$ cat src/rtl/uart_core_param.sv
// Parametrised full-duplex UART: ready/valid TX engine and pulse-output RX engine.
// Define UART_PARITY_EN to add a parity bit (even, or odd when PARITY_ODD=1) in both directions.

module uart_core_param #(
    parameter int unsigned CLK_DIV    = 208,
    parameter int unsigned OVERSAMPLE = 16,
    parameter int unsigned DATA_BITS  = 8,
    parameter int unsigned STOP_BITS  = 1,
    parameter int unsigned PARITY_ODD = 0
) (
    input  logic                 clk,
    input  logic                 rst_n,
    input  logic                 rx,
    output logic                 tx,
    input  logic [DATA_BITS-1:0] tx_data,
    input  logic                 tx_valid,
    output logic                 tx_ready,
    output logic [DATA_BITS-1:0] rx_data,
    output logic                 rx_valid,
    output logic                 rx_frame_err,
    output logic                 rx_parity_err,
    output logic                 rx_busy
);

    localparam int unsigned DivW = $clog2(CLK_DIV);
    localparam int unsigned OsW  = $clog2(OVERSAMPLE);
    localparam int unsigned BitW = $clog2(DATA_BITS);

    localparam logic [DivW-1:0] DivLast  = DivW'(CLK_DIV - 1);
    localparam logic [DivW-1:0] DivOne   = DivW'(1);
    localparam logic [OsW-1:0]  OsLast   = OsW'(OVERSAMPLE - 1);
    localparam logic [OsW-1:0]  OsHalf   = OsW'(OVERSAMPLE / 2 - 1);
    localparam logic [BitW-1:0] BitLast  = BitW'(DATA_BITS - 1);
    localparam logic [BitW-1:0] StopLast = BitW'(STOP_BITS - 1);

`ifdef UART_PARITY_EN
    localparam logic ParOdd = (PARITY_ODD != 0);
`else
    logic unused_parity_odd;
    assign unused_parity_odd = (PARITY_ODD != 0);
`endif

    typedef enum logic [2:0] {TxIdle, TxStart, TxData, TxParity, TxStop} tx_state_e;
    typedef enum logic [2:0] {
        RxIdle, RxStart, RxData, RxParity, RxStop, RxWaitHigh
    } rx_state_e;

    // ---------------------------------------------------------------- TX engine
    tx_state_e            tx_state_q, tx_state_d;
    logic [DivW-1:0]      tx_div_q, tx_div_d;
    logic [OsW-1:0]       tx_os_q, tx_os_d;
    logic [BitW-1:0]      tx_bit_q, tx_bit_d;
    logic [DATA_BITS-1:0] tx_shift_q, tx_shift_d;
    logic                 tx_q, tx_d;
    logic                 tx_ready_q, tx_ready_d;
    logic                 tx_tick, tx_bit_end, tx_last_stop;
`ifdef UART_PARITY_EN
    logic                 tx_par_q, tx_par_d;
`endif

    assign tx_tick      = (tx_div_q == '0);
    assign tx_bit_end   = tx_tick && (tx_os_q == OsLast);
    // One cycle before the final stop tick, so a held tx_valid starts the next frame gap-free.
    assign tx_last_stop = (tx_bit_q == StopLast) && (tx_os_q == OsLast) && (tx_div_q == DivOne);

    always_comb begin
        tx_state_d = tx_state_q;
        tx_div_d   = tx_div_q;
        tx_os_d    = tx_os_q;
        tx_bit_d   = tx_bit_q;
        tx_shift_d = tx_shift_q;
        tx_d       = tx_q;
`ifdef UART_PARITY_EN
        tx_par_d   = tx_par_q;
`endif
        if (tx_state_q != TxIdle) begin
            tx_div_d = tx_tick ? DivLast : tx_div_q - 1'b1;
            if (tx_tick) begin
                tx_os_d = tx_os_q + 1'b1;
            end
        end
        unique case (tx_state_q)
            TxIdle: begin
                if (tx_valid) begin
                    tx_state_d = TxStart;
                    tx_div_d   = DivLast;
                    tx_os_d    = '0;
                    tx_bit_d   = '0;
                    tx_shift_d = tx_data;
                    tx_d       = 1'b0;
`ifdef UART_PARITY_EN
                    tx_par_d   = (^tx_data) ^ ParOdd;
`endif
                end
            end
            TxStart: begin
                if (tx_bit_end) begin
                    tx_os_d    = '0;
                    tx_state_d = TxData;
                    tx_d       = tx_shift_q[0];
                end
            end
            TxData: begin
                if (tx_bit_end) begin
                    tx_os_d    = '0;
                    tx_shift_d = tx_shift_q >> 1;
                    if (tx_bit_q == BitLast) begin
                        tx_bit_d   = '0;
`ifdef UART_PARITY_EN
                        tx_state_d = TxParity;
                        tx_d       = tx_par_q;
`else
                        tx_state_d = TxStop;
                        tx_d       = 1'b1;
`endif
                    end else begin
                        tx_bit_d = tx_bit_q + 1'b1;
                        tx_d     = tx_shift_q[1];
                    end
                end
            end
`ifdef UART_PARITY_EN
            TxParity: begin
                if (tx_bit_end) begin
                    tx_os_d    = '0;
                    tx_state_d = TxStop;
                    tx_d       = 1'b1;
                end
            end
`endif
            TxStop: begin
                if (tx_last_stop) begin
                    tx_state_d = TxIdle;
                end else if (tx_bit_end) begin
                    tx_os_d  = '0;
                    tx_bit_d = tx_bit_q + 1'b1;
                end
            end
            default: begin
                tx_state_d = TxIdle;
                tx_d       = 1'b1;
            end
        endcase
        tx_ready_d = (tx_state_d == TxIdle);
    end

    always_ff @(posedge clk) begin
        if (!rst_n) begin
            tx_state_q <= TxIdle;
            tx_div_q   <= DivLast;
            tx_os_q    <= '0;
            tx_bit_q   <= '0;
            tx_shift_q <= '0;
            tx_q       <= 1'b1;
            tx_ready_q <= 1'b1;
`ifdef UART_PARITY_EN
            tx_par_q   <= 1'b0;
`endif
        end else begin
            tx_state_q <= tx_state_d;
            tx_div_q   <= tx_div_d;
            tx_os_q    <= tx_os_d;
            tx_bit_q   <= tx_bit_d;
            tx_shift_q <= tx_shift_d;
            tx_q       <= tx_d;
            tx_ready_q <= tx_ready_d;
`ifdef UART_PARITY_EN
            tx_par_q   <= tx_par_d;
`endif
        end
    end

    assign tx       = tx_q;
    assign tx_ready = tx_ready_q;

    // ---------------------------------------------------------------- RX engine
    logic                 rx_meta_q, rx_sync_q;
    rx_state_e            rx_state_q, rx_state_d;
    logic [DivW-1:0]      rx_div_q, rx_div_d;
    logic [OsW-1:0]       rx_os_q, rx_os_d;
    logic [BitW-1:0]      rx_bit_q, rx_bit_d;
    logic [DATA_BITS-1:0] rx_shift_q, rx_shift_d;
    logic [DATA_BITS-1:0] rx_data_q, rx_data_d;
    logic                 rx_valid_q, rx_valid_d;
    logic                 rx_ferr_q, rx_ferr_d;
    logic                 rx_busy_q, rx_busy_d;
    logic                 rx_tick, rx_bit_end, rx_half;
`ifdef UART_PARITY_EN
    logic                 rx_par_bad_q, rx_par_bad_d;
    logic                 rx_perr_q, rx_perr_d;
`endif

    assign rx_tick    = (rx_div_q == '0);
    assign rx_bit_end = rx_tick && (rx_os_q == OsLast);
    assign rx_half    = rx_tick && (rx_os_q == OsHalf);

    always_comb begin
        rx_state_d = rx_state_q;
        rx_div_d   = rx_div_q;
        rx_os_d    = rx_os_q;
        rx_bit_d   = rx_bit_q;
        rx_shift_d = rx_shift_q;
        rx_data_d  = rx_data_q;
        rx_valid_d = 1'b0;
        rx_ferr_d  = 1'b0;
`ifdef UART_PARITY_EN
        rx_par_bad_d = rx_par_bad_q;
        rx_perr_d    = 1'b0;
`endif
        if ((rx_state_q != RxIdle) && (rx_state_q != RxWaitHigh)) begin
            rx_div_d = rx_tick ? DivLast : rx_div_q - 1'b1;
            if (rx_tick) begin
                rx_os_d = rx_os_q + 1'b1;
            end
        end
        unique case (rx_state_q)
            RxIdle: begin
                if (!rx_sync_q) begin
                    rx_state_d = RxStart;
                    rx_div_d   = DivLast;
                    rx_os_d    = '0;
                end
            end
            RxStart: begin
                // Mid start bit: from here every full bit period lands on a bit centre.
                if (rx_half) begin
                    rx_os_d    = '0;
                    rx_bit_d   = '0;
                    rx_state_d = rx_sync_q ? RxIdle : RxData;
                end
            end
            RxData: begin
                if (rx_bit_end) begin
                    rx_os_d    = '0;
                    rx_shift_d = {rx_sync_q, rx_shift_q[DATA_BITS-1:1]};
                    if (rx_bit_q == BitLast) begin
                        rx_bit_d   = '0;
`ifdef UART_PARITY_EN
                        rx_state_d = RxParity;
`else
                        rx_state_d = RxStop;
`endif
                    end else begin
                        rx_bit_d = rx_bit_q + 1'b1;
                    end
                end
            end
`ifdef UART_PARITY_EN
            RxParity: begin
                if (rx_bit_end) begin
                    rx_os_d      = '0;
                    rx_par_bad_d = rx_sync_q ^ (^rx_shift_q) ^ ParOdd;
                    rx_state_d   = RxStop;
                end
            end
`endif
            RxStop: begin
                if (rx_bit_end) begin
                    if (rx_sync_q) begin
                        rx_data_d  = rx_shift_q;
                        rx_state_d = RxIdle;
`ifdef UART_PARITY_EN
                        rx_valid_d = !rx_par_bad_q;
                        rx_perr_d  = rx_par_bad_q;
`else
                        rx_valid_d = 1'b1;
`endif
                    end else begin
                        rx_ferr_d  = 1'b1;
                        rx_state_d = RxWaitHigh;
                    end
                end
            end
            RxWaitHigh: begin
                if (rx_sync_q) begin
                    rx_state_d = RxIdle;
                end
            end
            default: rx_state_d = RxIdle;
        endcase
        rx_busy_d = (rx_state_d != RxIdle);
    end

    always_ff @(posedge clk) begin
        if (!rst_n) begin
            rx_meta_q  <= 1'b1;
            rx_sync_q  <= 1'b1;
            rx_state_q <= RxIdle;
            rx_div_q   <= DivLast;
            rx_os_q    <= '0;
            rx_bit_q   <= '0;
            rx_shift_q <= '0;
            rx_data_q  <= '0;
            rx_valid_q <= 1'b0;
            rx_ferr_q  <= 1'b0;
            rx_busy_q  <= 1'b0;
`ifdef UART_PARITY_EN
            rx_par_bad_q <= 1'b0;
            rx_perr_q    <= 1'b0;
`endif
        end else begin
            rx_meta_q  <= rx;
            rx_sync_q  <= rx_meta_q;
            rx_state_q <= rx_state_d;
            rx_div_q   <= rx_div_d;
            rx_os_q    <= rx_os_d;
            rx_bit_q   <= rx_bit_d;
            rx_shift_q <= rx_shift_d;
            rx_data_q  <= rx_data_d;
            rx_valid_q <= rx_valid_d;
            rx_ferr_q  <= rx_ferr_d;
            rx_busy_q  <= rx_busy_d;
`ifdef UART_PARITY_EN
            rx_par_bad_q <= rx_par_bad_d;
            rx_perr_q    <= rx_perr_d;
`endif
        end
    end

    assign rx_data      = rx_data_q;
    assign rx_valid     = rx_valid_q;
    assign rx_frame_err = rx_ferr_q;
    assign rx_busy      = rx_busy_q;
`ifdef UART_PARITY_EN
    assign rx_parity_err = rx_perr_q;
`else
    assign rx_parity_err = 1'b0;
`endif

endmodule
$ cat config.mk
export PLATFORM = sky130hd
export DESIGN_NAME = uart_core_param
export DESIGN_NICKNAME = d
export VERILOG_FILES = /design/src/rtl/uart_core_param.sv
export SDC_FILE = /design/constraint.sdc
export NUM_CORES = 1
export LEC_CHECK = 0
export ABC_AREA = 1
export BUFFER_PORTS_ARGS = -buffer_cell sky130_fd_sc_hd__buf_4
export CAP_MARGIN = 20
export CORE_AREA = 2 2 84 86
export DETAILED_ROUTE_END_ITERATION = 8
export DIE_AREA = 0 0 86 88
export PLACE_DENSITY_LB_ADDON = 0.25
export SLEW_MARGIN = 20
export SYNTH_ARGS = -nofsm -noshare
export SYNTH_HDL_FRONTEND = slang
export SYNTH_SLANG_ARGS = --single-unit
$ cat constraint.sdc
create_clock -name clk -period 1.7 [get_ports clk]
set_input_delay 0.255 -clock clk [delete_from_list [all_inputs] [get_ports clk]]
set_output_delay 0.255 -clock clk [all_outputs]
set_load 0.02 [all_outputs]
==> reports/qor.yml <==
grt_first_pass_wirelength_um: 11200
fin_nets: 521
slew_violations: 0
p_leak_nw: 1.85
worstSetupStartpointType: "register"
grt_max_degree: 21
numCtsBuffers: 9
setup_violations: 0
end_kind: "register"
area_growth_pct: 17.8
h-tree-depth: 3
clock-sinks: 67
p_seq_share_pct: 48.8
ant_nets: 0
path_clk_slew_ns: 0.08
die-area_um2: 7570
critPathKind: "reg -> reg"
syn_nets: 481
cp-startpoint: "tx_div_q[0]$_SDFF_PN1_"
fmax_mhz: 640
p_clk_share_pct: 43.8
yosys.area.top_type: "dfxtp_1"
worstMarginPinSlew_ns: 0.495
wl_um: 6570
hold_ws_ns: 0.0981
r2r_cells: 11
initial_core_util_pct: 49.7
r2r_end: "tx_shift_q[4]$_SDFFE_PN0P_"
rsz0062_at_grt: "true"
grt_remaining_overflow: 0
synth_area_leaders: "dfxtp_1 41%, nand2_1 13%, inv_1 6.0%"
peakVddDrop_mv: 0.626
ys_seq_elements: 67
synth.distinct_cells: 38
synth-edff-count: 0
crit_fanout: 8
numPlacedInstances: 563
powerDensity_nw_per_um2: 859
synth_warnings: 0
dr.first_iter.drc_count: 83
cts_root_buffer: "clkbuf_8"
die_h_um: 88
port_buffers: 24
vias: 2922
synth_most_common_cell: "nand2_1"
rrSetupSlack_ns: 0.14
cp.arrival_ns: 1.79
cts_hold_buf: 0
post_drt_wl_per_cell_um: 11.2
vias_per_cell: 5.00
rows: 30
switching_share_pct: 24.1
async_reset_ff_share_pct: 0
internal_power_mw: 2.54
synth_common_cells: "115 x nand2_1, 67 x dfxtp_1, 53 x inv_1"
status: "completed"
first_pass_iters: 5
grt_usage_pct: 18.3
cts_buffer_depth: 2
final_layout_size_suffix_gt1_share_pct: 19.2
gp_congestion: 0.896
p_comb_share_pct: 7.3
hold_depth: 2
synth_area_um2: 3300
syn_inst: 459
maxSlewHeadroom_pct: 66.8
antenna_found_initial: 0
fin_crit_sh_pct: 91.9
cp_data_required_time_ns: 1.93
grt_pass1_vias: 2681
cap_violations: 0
power_switching_mw: 0.803
holdPathEnd: "rx_meta_q$_SDFF_PN1_"
cts_tree: "yes"
diodes: 0
drc_errors: 0
synthFlopType: "dfxtp_1"
hp-start: "rx"
instances_no_fill: 584
clkLatencyLatePin_ns: 0.34
period_needed_ns: 1.56
fp.dieW_um: 86
hold_class: "in -> reg"
synth-seq-area-share_pct: 40.6
hpwlAfterDp_um: 4810
ios: 26
rr_startpoint: "tx_div_q[0]$_SDFF_PN1_"
avgSynthCellArea_um2: 7.19
yosysTopAreaCellShare_pct: 40.6
core-area_um2: 6640
hold_viol: 0
clock_skew_ns: 0.00823
## power groups by stage
stage                     logic, mW  clock network (mW)  registers [mW]
after floorplan               0.158                   0            1.67
after global placement        0.235                   0            1.67
after detailed placement      0.241                   0            1.67
after CTS                     0.242                1.50            1.63
after global routing          0.280                1.58            1.64
final                         0.245                1.46            1.63
## registers in the layout (all words and copies together), names as in the netlist
register / flops
rx_busy: 1
rx_sync_q: 1
tx_div_q: 8
tx_state_q: 3
tx_os_q: 4
rx_shift_q: 8
tx: 1
rx_bit_q: 3
rx_frame_err: 1
rx_data: 8
rx_valid: 1
tx_shift_q: 8
rx_os_q: 4
rx_meta_q: 1
tx_bit_q: 3
rx_state_q: 3
tx_ready: 1
rx_div_q: 8
## cell type report
class / count / area, um2
fill: 615 / 2750
multi-input combinational: 323 / 1700
sequential: 67 / 1340
timing repair buffer: 39 / 293
inverter: 58 / 224
clock buffer: 9 / 124
clock inverter: 7 / 101
tap: 80 / 100
timing repair inverter: 1 / 5.00
## placed cells by master, fill, tap and decap left out, types with 4 or more instances in the layout
cell type	count
o21ai_1	5
buf_4	39
xor2_1	5
nand2_2	11
o211ai_1	4
nor2_4	7
inv_1	53
dfxtp_1	66
o21ai_0	23
nor2_1	48
ha_1	9
nand4_1	5
nand2_1	113
clkbuf_8	9
nor3_1	7
a21oi_1	29
nand3_1	31
## metal layers
layer  up-vias  routed length (um)  track usage (%)
met5         -                   0                0
met4         0                  78             6.06
met3         8                 205             4.62
met2        36                3300             32.4
met1      1330                2990             21.5
li1       1548                   -                -
## through the flow
stage | area (um2) | TNS, ns | setup slack (ns) | power (mW) | utilization (%)
floorplan | 3300 | 0 | 0.202 | 1.83 | -
detailed placement | 3600 | 0 | 0.0739 | 1.91 | 54.2
CTS | 3830 | 0 | 0.0554 | 3.38 | 57.6
global route | 3890 | -0.0200 | -0.0173 | 3.49 | 58.5
global placement | 3600 | 0 | 0.140 | 1.90 | 54.2
finish | 3890 | 0 | 0.137 | 3.34 | 58.5
## repair_timing
item / in CTS / in global routing
hold endpoints to repair: 0 / 0
gates resized for setup: 0 / 12
setup buffers: 0 / 4
setup endpoints to repair: 0 / 35
## worst max-delay path: stages (launching register included)
cell and delay (ns):
dfxtp_2 0.33, inv_1 0.09, ha_1 0.19, nand2_2 0.11, inv_1 0.14, nand2_4 0.09
inv_2 0.07, nand2_1 0.06, nand2_2 0.15, inv_4 0.07, nor2_1 0.10, nor2_1 0.05
## worst max-delay path by stage
stage / end / slack [ns] / cells past startpoint
2_1_floorplan: rx_bit_q[1]$_SDFFE_PN0P_ / 0.20 / 10
4_1_cts: rx_data[5]$_SDFFE_PN0P_ / 0.06 / 7
3_3_place_gp: rx_data[5]$_SDFFE_PN0P_ / 0.14 / 5
6_report: tx_shift_q[4]$_SDFFE_PN0P_ / 0.14 / 11
5_1_grt: rx_data[0]$_SDFFE_PN0P_ / -0.02 / 7
3_5_place_dp: rx_data[5]$_SDFFE_PN0P_ / 0.07 / 7
## cell families after synthesis
logic type	Yosys count	share of synthesized area, %
DFF	67	40.6
buffers and inverters	69	8.53
and+or+nand+nor	239	34.1
AOI/OAI and AO/OA	67	11.3
other	1	0.114
adders and majority gates	10	3.79
xor gates and xnor gates	6	1.59
No activity file was read; power rests on OpenSTA's default activity.
